===== src/rtl/bh1750_seq.sv =====
// BH1750 ambient-light sequencer driving a byte-level I2C master.
// Optional sample averaging is enabled by defining BH1750_AVG_EN.
module bh1750_seq #(
  parameter int unsigned CONTINUOUS   = 0,
  parameter int unsigned MODE         = 0,
  parameter int unsigned T_MEAS_CYC   = 5_000_000,
  parameter int unsigned T_PERIOD_CYC = 25_000_000,
  parameter int unsigned TIMEOUT_CYC  = 1_000_000,
  parameter int unsigned AVG_LOG2     = 2
) (
  input  logic        i_clk,
  input  logic        i_rst,
  input  logic        i_en,
  output logic        o_i2c_start,
  output logic        o_i2c_rw,
  output logic [7:0]  o_i2c_opcode,
  input  logic        i_i2c_busy,
  input  logic        i_i2c_done,
  input  logic [15:0] i_i2c_data,
  output logic [15:0] o_data,
  output logic        o_valid,
  output logic        o_err,
  output logic [2:0]  o_state
);

  typedef enum logic [2:0] {
    S_PWR_DOWN = 3'd0,
    S_PWR_ON   = 3'd1,
    S_RESET    = 3'd2,
    S_CMD      = 3'd3,
    S_MEAS     = 3'd4,
    S_READ     = 3'd5,
    S_IDLE     = 3'd6
  } state_t;

  localparam logic [3:0] HI_NIB =
    (CONTINUOUS != 0) ? 4'h1 : 4'h2;
  localparam logic [3:0] LO_NIB =
    (MODE == 1) ? 4'h1 :
    (MODE == 2) ? 4'h3 : 4'h0;
  localparam logic [7:0] CMD_OP = {HI_NIB, LO_NIB};

  localparam logic [31:0] MEAS_LAST = 32'(T_MEAS_CYC - 1);
  localparam logic [31:0] PER_LAST  = 32'(T_PERIOD_CYC - 1);
  localparam logic [31:0] TO_LAST   = 32'(TIMEOUT_CYC - 1);

  state_t      state_q, state_d;
  logic        issued_q;
  logic        pd_done_q;
  logic [31:0] cnt_q;
  logic [31:0] wd_q;

  logic        is_issue;
  logic        waiting;
  logic        got_done;
  logic        timeout;
  logic        enter;
  logic        rd_done;

  logic        start_d;
  logic        rw_d;
  logic [7:0]  op_d;

  assign o_state = state_q;

  always_comb begin
    is_issue = (state_q != S_MEAS) && (state_q != S_IDLE);
    // pd_done marks a finished power-down held while disabled
    waiting  = is_issue && issued_q && !pd_done_q;
    got_done = waiting && i_i2c_done;
    timeout  = waiting && !i_i2c_done && (wd_q == TO_LAST);
    rd_done  = got_done && (state_q == S_READ);
    state_d  = state_q;
    if (timeout) begin
      state_d = S_PWR_DOWN;
    end else begin
      unique case (state_q)
        S_PWR_DOWN:
          if ((got_done || pd_done_q) && i_en)
            state_d = S_PWR_ON;
        S_PWR_ON:
          if (got_done) state_d = S_RESET;
        S_RESET:
          if (got_done) state_d = S_CMD;
        S_CMD:
          if (got_done) state_d = S_MEAS;
        S_MEAS:
          if (cnt_q == MEAS_LAST) state_d = S_READ;
        S_READ:
          if (got_done)
            state_d = i_en ? S_IDLE : S_PWR_DOWN;
        S_IDLE:
          if (cnt_q == PER_LAST) begin
            if (!i_en)
              state_d = S_PWR_DOWN;
            else if (CONTINUOUS != 0)
              state_d = S_MEAS;
            else
              state_d = S_PWR_ON;
          end
        default: state_d = S_PWR_DOWN;
      endcase
    end
    // timeout re-enters PWR_DOWN even from PWR_DOWN
    enter = timeout || (state_d != state_q);
  end

  always_comb begin
    start_d = 1'b0;
    rw_d    = o_i2c_rw;
    op_d    = o_i2c_opcode;
    if (is_issue && !issued_q && !i_i2c_busy) begin
      start_d = 1'b1;
      rw_d    = (state_q == S_READ);
      unique case (1'b1)
        state_q == S_PWR_DOWN: op_d = 8'h00;
        state_q == S_PWR_ON:   op_d = 8'h01;
        state_q == S_RESET:    op_d = 8'h07;
        state_q == S_CMD:      op_d = CMD_OP;
        default: ;
      endcase
    end
  end

  always_ff @(posedge i_clk) begin
    if (!i_rst) begin
      state_q      <= S_PWR_DOWN;
      issued_q     <= 1'b0;
      pd_done_q    <= 1'b0;
      cnt_q        <= '0;
      wd_q         <= '0;
      o_i2c_start  <= 1'b0;
      o_i2c_rw     <= 1'b0;
      o_i2c_opcode <= 8'h00;
      o_err        <= 1'b0;
    end else begin
      state_q      <= state_d;
      o_i2c_start  <= start_d;
      o_i2c_rw     <= rw_d;
      o_i2c_opcode <= op_d;
      o_err        <= timeout;
      if (enter) begin
        issued_q  <= 1'b0;
        pd_done_q <= 1'b0;
        cnt_q     <= '0;
        wd_q      <= '0;
      end else begin
        cnt_q <= cnt_q + 32'd1;
        if (start_d) begin
          issued_q <= 1'b1;
          wd_q     <= '0;
        end else if (waiting) begin
          wd_q <= wd_q + 32'd1;
        end
        if (got_done && (state_q == S_PWR_DOWN))
          pd_done_q <= 1'b1;
      end
    end
  end

`ifdef BH1750_AVG_EN
  localparam int unsigned AW = 16 + AVG_LOG2;
  localparam logic [4:0] SCNT_LAST =
    5'((1 << AVG_LOG2) - 1);

  logic [AW-1:0] acc_q;
  logic [AW-1:0] acc_sum;
  logic [4:0]    scnt_q;

  assign acc_sum = acc_q + AW'(i_i2c_data);

  always_ff @(posedge i_clk) begin
    if (!i_rst) begin
      acc_q   <= '0;
      scnt_q  <= '0;
      o_data  <= '0;
      o_valid <= 1'b0;
    end else begin
      o_valid <= 1'b0;
      if (timeout) begin
        acc_q  <= '0;
        scnt_q <= '0;
      end else if (rd_done) begin
        if (scnt_q == SCNT_LAST) begin
          o_data  <= 16'(acc_sum >> AVG_LOG2);
          o_valid <= 1'b1;
          acc_q   <= '0;
          scnt_q  <= '0;
        end else begin
          acc_q  <= acc_sum;
          scnt_q <= scnt_q + 5'd1;
        end
      end
    end
  end
`else
  always_ff @(posedge i_clk) begin
    if (!i_rst) begin
      o_data  <= '0;
      o_valid <= 1'b0;
    end else begin
      o_valid <= rd_done;
      if (rd_done) o_data <= i_i2c_data;
    end
  end
`endif

endmodule


===== config.mk =====
export PLATFORM = sky130hd
export DESIGN_NAME = bh1750_seq
export DESIGN_NICKNAME = d
export VERILOG_FILES = /design/src/rtl/bh1750_seq.sv
export SDC_FILE = /design/constraint.sdc
export NUM_CORES = 1
export LEC_CHECK = 0
export CAP_MARGIN = 20
export CORE_MARGIN = 10
export CORE_UTILIZATION = 55
export DETAILED_ROUTE_END_ITERATION = 7
export PLACE_DENSITY = 0.79
export SYNTH_ARGS = -nofsm -noshare
export SYNTH_HDL_FRONTEND = slang
export SYNTH_SLANG_ARGS = --single-unit

===== constraint.sdc =====
create_clock -name i_clk -period 2.4 [get_ports i_clk]
set_input_delay 0.48 -clock i_clk [delete_from_list [all_inputs] [get_ports i_clk]]
set_output_delay 0.48 -clock i_clk [all_outputs]
set_load 0.05 [all_outputs]

==> results of run 1 <==
-- flip-flops by register name, summed over array words and instances (netlist names), 3 cells and up --
signal,cells
o_state,3
o_data,16
cnt_q,32
wd_q,32
o_i2c_opcode,3
-- worst paths after layout --
check,startpoint,end,slack (ps),depth (start not counted)
worst min-delay path,o_data[1],o_data[1],460,2
worst max-delay path,o_state[1],o_state[1],210,2
worst min register to register,o_data[1],o_data[1],460,2
worst max register to register,cnt_q[2],cnt_q[3],280,8
-- tightest hold or removal path, stage by stage, from the launching register on --
cell and delay, ps:
dfxtp_1 310, nand2_1 50, a21oi_1 50
-- synthesized netlist by cell type, types with 8 or more instances --
| cell type | count |
|---|---|
| inv_1 | 12 |
| nand3_1 | 27 |
| dfxtp_1 | 92 |
| and3_1 | 13 |
| clkbuf_1 | 13 |
| nand2_1 | 54 |
| nor3_1 | 15 |
| a21oi_1 | 22 |
| nand4_1 | 20 |
| nor2_1 | 82 |
| xnor2_1 | 32 |
| xor2_1 | 30 |
| nor4_1 | 18 |
| buf_4 | 8 |
-- final cells by class --
cell class / instances / area, µm² / area share [%]
inverter: 12 / 45.04 / 0.8757
clock buffer: 12 / 155.1 / 3.016
multi-input combinational: 378 / 2221 / 43.18
clock inverter: 4 / 95.09 / 1.849
sequential: 92 / 1842 / 35.81
timing repair buffer: 67 / 658.1 / 12.79
tap: 102 / 127.6 / 2.481
-- power by group through the flow --
stage / registers (mW) / logic (mW) / clock network [mW]
2_1_floorplan: 1.60 / 0.126 / 0
3_3_place_gp: 1.59 / 0.214 / 0
3_5_place_dp: 1.59 / 0.217 / 0
4_1_cts: 1.55 / 0.219 / 1.28
5_1_grt: 1.56 / 0.237 / 1.35
6_report: 1.55 / 0.220 / 1.26
-- cells by family (layout without fill, tap and decap cells) --
kind of cell             after synthesis  count (layout)  share of synthesized area (%)
other                                  1               4                        0.08781
multiplexers                           2               2                         0.4688
AO/OA/AOI/OAI                         39              39                          5.392
adder cells (fa/ha/maj)                2               2                         0.5859
buffers and inverters                 41              95                          5.127
flip-flops                            92              92                          43.13
AND/OR/NAND/NOR                      269             269                          32.49
XOR/XNOR                              62              62                          12.72
-- metal layers --
layer	vias to the layer above	GRT usage, %
met1	1708	21.05
met4	0	4.198
met3	5	4.283
met5	-	0
met2	80	26.68
li1	1842	-
==> results.sh, run 1 <==
export IMPL_pwr_share_comb_pct=7.3
export IMPL_dr_pass1_iters=4
export IMPL_path_max_fanout=11
export IMPL_ioPinCount=52
export IMPL_dp_cells=651
export IMPL_netSwitchingPower_uw=650.5
export IMPL_wire_per_inst_um=14.45
export IMPL_synth_area_top_cells="dfxtp_1, nor2_1, xnor2_1"
export IMPL_synth_top_cell_by_area="dfxtp_1"
export IMPL_grt_max_degree=19
export IMPL_seq_power_share_pct=51.2
export IMPL_finClkSkew_ps=12.80
export IMPL_nets=583
export IMPL_worst_ep_arrival_time_ps=1710
export IMPL_fin_area_mm2=0.005144
export IMPL_ys_seq_area_share_pct=43.13
export IMPL_dpl_cell_area_mm2=0.004893
export IMPL_critPathCaptureType="primary output"
export IMPL_critPathMaxStageDelay_ps=820
export IMPL_routed_wl_met3_um=564
export IMPL_yosys_warnings=0
export IMPL_period_share_pct=91.37
export IMPL_start_util_pct=55.84
export IMPL_wl_met2_um=4620
export IMPL_dp_hpwl_um=6932
export IMPL_slowest_stage="clkdlybuf4s50_1"
export IMPL_clk_latency_ps=350
export IMPL_die_h_um=108.1
export IMPL_max_slew_margin_pct=58.42
export IMPL_dieArea_mm2=0.01169
export IMPL_worst_slack_ps=207.0
export IMPL_coreArea_mm2=0.007647
export IMPL_diodes=0
export IMPL_via_per_inst=5.450
export IMPL_grt_usage_pct=16.38
export IMPL_hold_viol=0
export IMPL_synth_ff_type="dfxtp_1"
export IMPL_cts_buffers=9
export IMPL_peakVddDrop_mv=0.3314
export IMPL_clkSinkCount=92
export IMPL_port_buffers=47
export IMPL_crit_type="register to primary output"
export IMPL_ys_ff_latch=92
export IMPL_routabilityCongestion=0.8909
export IMPL_cts_resized=0
export IMPL_fmax_mhz=456.0
export IMPL_synth_edf_count=0
export IMPL_synthArstFlopShare_pct=0
export IMPL_cts_max_level=3
export IMPL_overflow=0
export IMPL_power_leakage_nw=1.741
export IMPL_clkTransAtPathRegs_ps=90
export IMPL_fillers=570
export IMPL_cp_required_ps=1920
export IMPL_cts_hold_fix_buffers=0
export IMPL_powerDensity_mw_per_mm2=589.5
export IMPL_final_layout_size_suffix_gt1_share_pct=7.788
export IMPL_outcome="completed"
export IMPL_die_width_um=108.1
export IMPL_top_layer="met4"
export IMPL_power_total_mw=3.032
export IMPL_grt_pass1_wl_um=15920
export IMPL_holdWs_ps=456.2
export IMPL_tritoncts="done"
export IMPL_hold_path_class="register to register"
export IMPL_place_ws_ps=-15.85
export IMPL_slew_viol_final=0
export IMPL_final_cells=667
export IMPL_final_cell_mix="dfxtp_1, nor2_1, nand2_1"
export IMPL_ys_types=52
export IMPL_clockBufferDepth=2
export IMPL_dr_total_vias=3635
export IMPL_grt_pass1_vias=3378
export IMPL_worstPathCellList="buf_4, clkdlybuf4s50_1"
export IMPL_drt_iter0_markers=225
export IMPL_clockRootBuffer="clkbuf_8"
export IMPL_wirelength_um=9640
export IMPL_crit_path_start_kind="register"
export IMPL_rsz0062_at_grt="false"
export IMPL_syn_avg_cell_area_um2=8.406
export IMPL_cp_num_buf_inv=2
export IMPL_synthCells=508
export IMPL_rows=32
export IMPL_cts_setup_buffers=0
export IMPL_antenna_left=0
export IMPL_p_sw_share_pct=21.45
export IMPL_antenna_found_initial=0
export IMPL_fin_setup_tns_ps=0
export IMPL_pwr_share_clk_pct=41.5
export IMPL_crit_family="buffers and inverters"
export IMPL_power_internal_mw=2.382
export IMPL_worst_pin_slew_ps=614.0
export IMPL_finalCriticalPeriod_ps=2193
export IMPL_setup_violations=0
export IMPL_wl_met1_um=4391
export IMPL_yosysTopAreaCellShare_pct=43.13
export IMPL_final_util_pct=67.26
export IMPL_synthesis_area_mm2=0.004270
export IMPL_area_growth_pct=20.45
export IMPL_cap_violations=0
export IMPL_final_common_cell="dfxtp_1"
export IMPL_drc_errors=0
Power figures use the tool's default switching activity.
==> run 2, diff against run 1 <==
--- a/config.mk
+++ b/config.mk
@@ -5,7 +5,9 @@
 export SDC_FILE = /design/constraint.sdc
 export NUM_CORES = 1
 export LEC_CHECK = 0
+export ABC_CLOCK_PERIOD_IN_PS = 2400
 export CAP_MARGIN = 20
+export CORE_ASPECT_RATIO = 0.75
 export CORE_MARGIN = 10
 export CORE_UTILIZATION = 55
 export DETAILED_ROUTE_END_ITERATION = 7
==> run 2 against run 1 <==
  * Clock power is 9% lower
  * Utilization is 1.2 points higher
  * Sequential cell count stayed put
  * Via count is 0.28% lower
  * Clock-buffer cell count is 2 lower
  * Routed wire length is 2.5% higher
  * Sequential share of layout area is 0.40 points higher
  * Clock skew is 1.4 ps higher
  * Die area is 0.31% higher
  * Final cell count is 0.60% lower
==> results.sh, run 2 (synthesized netlist as in run 1, its figures left out) <==
export IMPL_outcome="completed"
export IMPL_cap_violations=0
export IMPL_netSwitchingPower_uw=677.2
export IMPL_fmax_mhz=449.3
export IMPL_seq_power_share_pct=53.2
export IMPL_finClkSkew_ps=14.24
export IMPL_power_internal_mw=2.242
export IMPL_worst_pin_slew_ps=754.8
export IMPL_clockBufferDepth=2
export IMPL_worstPathCellList="buf_4, clkdlybuf4s50_1"
export IMPL_nets=581
export IMPL_via_per_inst=5.468
export IMPL_crit_type="register to primary output"
export IMPL_dieArea_mm2=0.01173
export IMPL_dpl_cell_area_mm2=0.004865
export IMPL_dr_pass1_iters=4
export IMPL_drc_errors=0
export IMPL_coreArea_mm2=0.007432
export IMPL_pwr_share_comb_pct=7.3
export IMPL_grt_pass1_wl_um=16550
export IMPL_clkTransAtPathRegs_ps=90
export IMPL_rows=27
export IMPL_path_max_fanout=10
export IMPL_powerDensity_mw_per_mm2=573.8
export IMPL_cp_num_buf_inv=2
export IMPL_cts_max_level=3
export IMPL_cts_setup_buffers=0
export IMPL_reg2reg_setup_slack_ps=270
export IMPL_pwr_share_clk_pct=39.5
export IMPL_cp_required_ps=1920
export IMPL_reg2reg_depth=6
export IMPL_hold_viol=0
export IMPL_cts_resized=0
export IMPL_dr_total_vias=3625
export IMPL_wire_per_inst_um=14.90
export IMPL_crit_family="buffers and inverters"
export IMPL_grt_max_degree=30
export IMPL_grt_pass1_vias=3403
export IMPL_hold_path_depth=2
export IMPL_tritoncts="done"
export IMPL_period_share_pct=92.75
export IMPL_final_cell_mix="dfxtp_1, nor2_1, nand2_1"
export IMPL_ioPinCount=52
export IMPL_rsz0062_at_grt="false"
export IMPL_clk_latency_ps=360
export IMPL_critPathCaptureType="primary output"
export IMPL_slowest_stage="clkdlybuf4s50_1"
export IMPL_drt_iter0_markers=207
export IMPL_overflow=0
export IMPL_cts_buffers=9
export IMPL_clkSinkCount=92
export IMPL_finalCriticalPeriod_ps=2226
export IMPL_start_util_pct=57.46
export IMPL_dp_hpwl_um=7192
export IMPL_die_h_um=96.31
export IMPL_setup_violations=0
export IMPL_antenna_left=0
export IMPL_final_layout_size_suffix_gt1_share_pct=7.473
export IMPL_clockRootBuffer="clkbuf_8"
export IMPL_peakVddDrop_mv=0.3169
export IMPL_crit_path_start_kind="register"
export IMPL_area_growth_pct=19.13
export IMPL_critical_path_cell_count=2
export IMPL_power_leakage_nw=1.709
export IMPL_cts_hold_fix_buffers=0
export IMPL_antenna_found_initial=0
export IMPL_grt_usage_pct=17.19
export IMPL_slew_viol_final=0
export IMPL_routabilityCongestion=0.8402
export IMPL_top_regs="cnt_q x32, wd_q x32, o_data x16"
export IMPL_worst_ep_arrival_time_ps=1750
export IMPL_die_width_um=121.7
export IMPL_fin_area_mm2=0.005087
export IMPL_power_total_mw=2.919
export IMPL_diodes=0
export IMPL_wirelength_um=9881
export IMPL_hold_path_class="register to register"
export IMPL_critPathMaxStageDelay_ps=810
export IMPL_max_slew_margin_pct=49.62
export IMPL_holdWs_ps=462.1
export IMPL_port_buffers=47
export IMPL_p_sw_share_pct=23.20
export IMPL_final_common_cell="dfxtp_1"
[run 2: changes by cell type in the layout (fill, tap and decap cells not counted), sizes merged]
cell,change
buf,-2
inv,+1
clkbuf,-2
bufinv,-1
clkinvlp,+1
[run 2: stage by stage]
| stage | util (%) | setup TNS [ps] | cells | setup slack (ps) |
|---|---|---|---|---|
| 2_1_floorplan | - | 0 | 511 | 39.88 |
| 3_3_place_gp | 65.45 | 0 | 648 | 21.21 |
| 3_5_place_dp | 65.45 | -1048 | 648 | -43.44 |
| 4_1_cts | 68.45 | 0 | 663 | 159.7 |
| 5_1_grt | 68.45 | 0 | 663 | 99.67 |
| 6_report | 68.45 | 0 | 663 | 174.1 |
[run 2: power by group through the flow]
stage          Clock [mW]  Sequential [mW]  Combinational [mW]
6_report             1.15             1.55               0.212
3_3_place_gp            0             1.59               0.207
2_1_floorplan           0             1.60               0.126
3_5_place_dp            0             1.59               0.209
5_1_grt              1.24             1.56               0.230
4_1_cts              1.18             1.55               0.212
[run 2: layout make-up]
| type | count | area [µm²] |
|---|---|---|
| repair buffers | 65 | 630.6 |
| fillers | 618 | 2345 |
| clock inverters | 5 | 85.08 |
| inverters | 12 | 45.04 |
| clock buffers | 10 | 137.6 |
| flip-flops and latches | 92 | 1842 |
| multi-input cells | 378 | 2221 |
| well taps | 101 | 126.4 |
[run 2: routing by layer]
layer / wire length [µm] / vias to the layer above / track usage [%]
met4: 133 / 0 / 5.248
met1: 4518 / 1687 / 22.23
met5: 0 / - / 0
li1: - / 1836 / -
met2: 4675 / 87 / 27.28
met3: 553 / 15 / 4.971
[run 2: tightest hold or removal path: cells and delay by family (launching register included)]
family	cells	cell delay [ps]
compound gates	1	50
flops	1	320
simple gates	1	50
[run 2: worst paths after layout]
| kind | endpoint | from |
|---|---|---|
| hold / removal | o_data[6] | o_data[6] |
| setup reg to reg | cnt_q[28] | cnt_q[0] |
| setup / recovery | o_state[0] | o_state[0] |
| hold reg to reg | o_data[6] | o_data[6] |
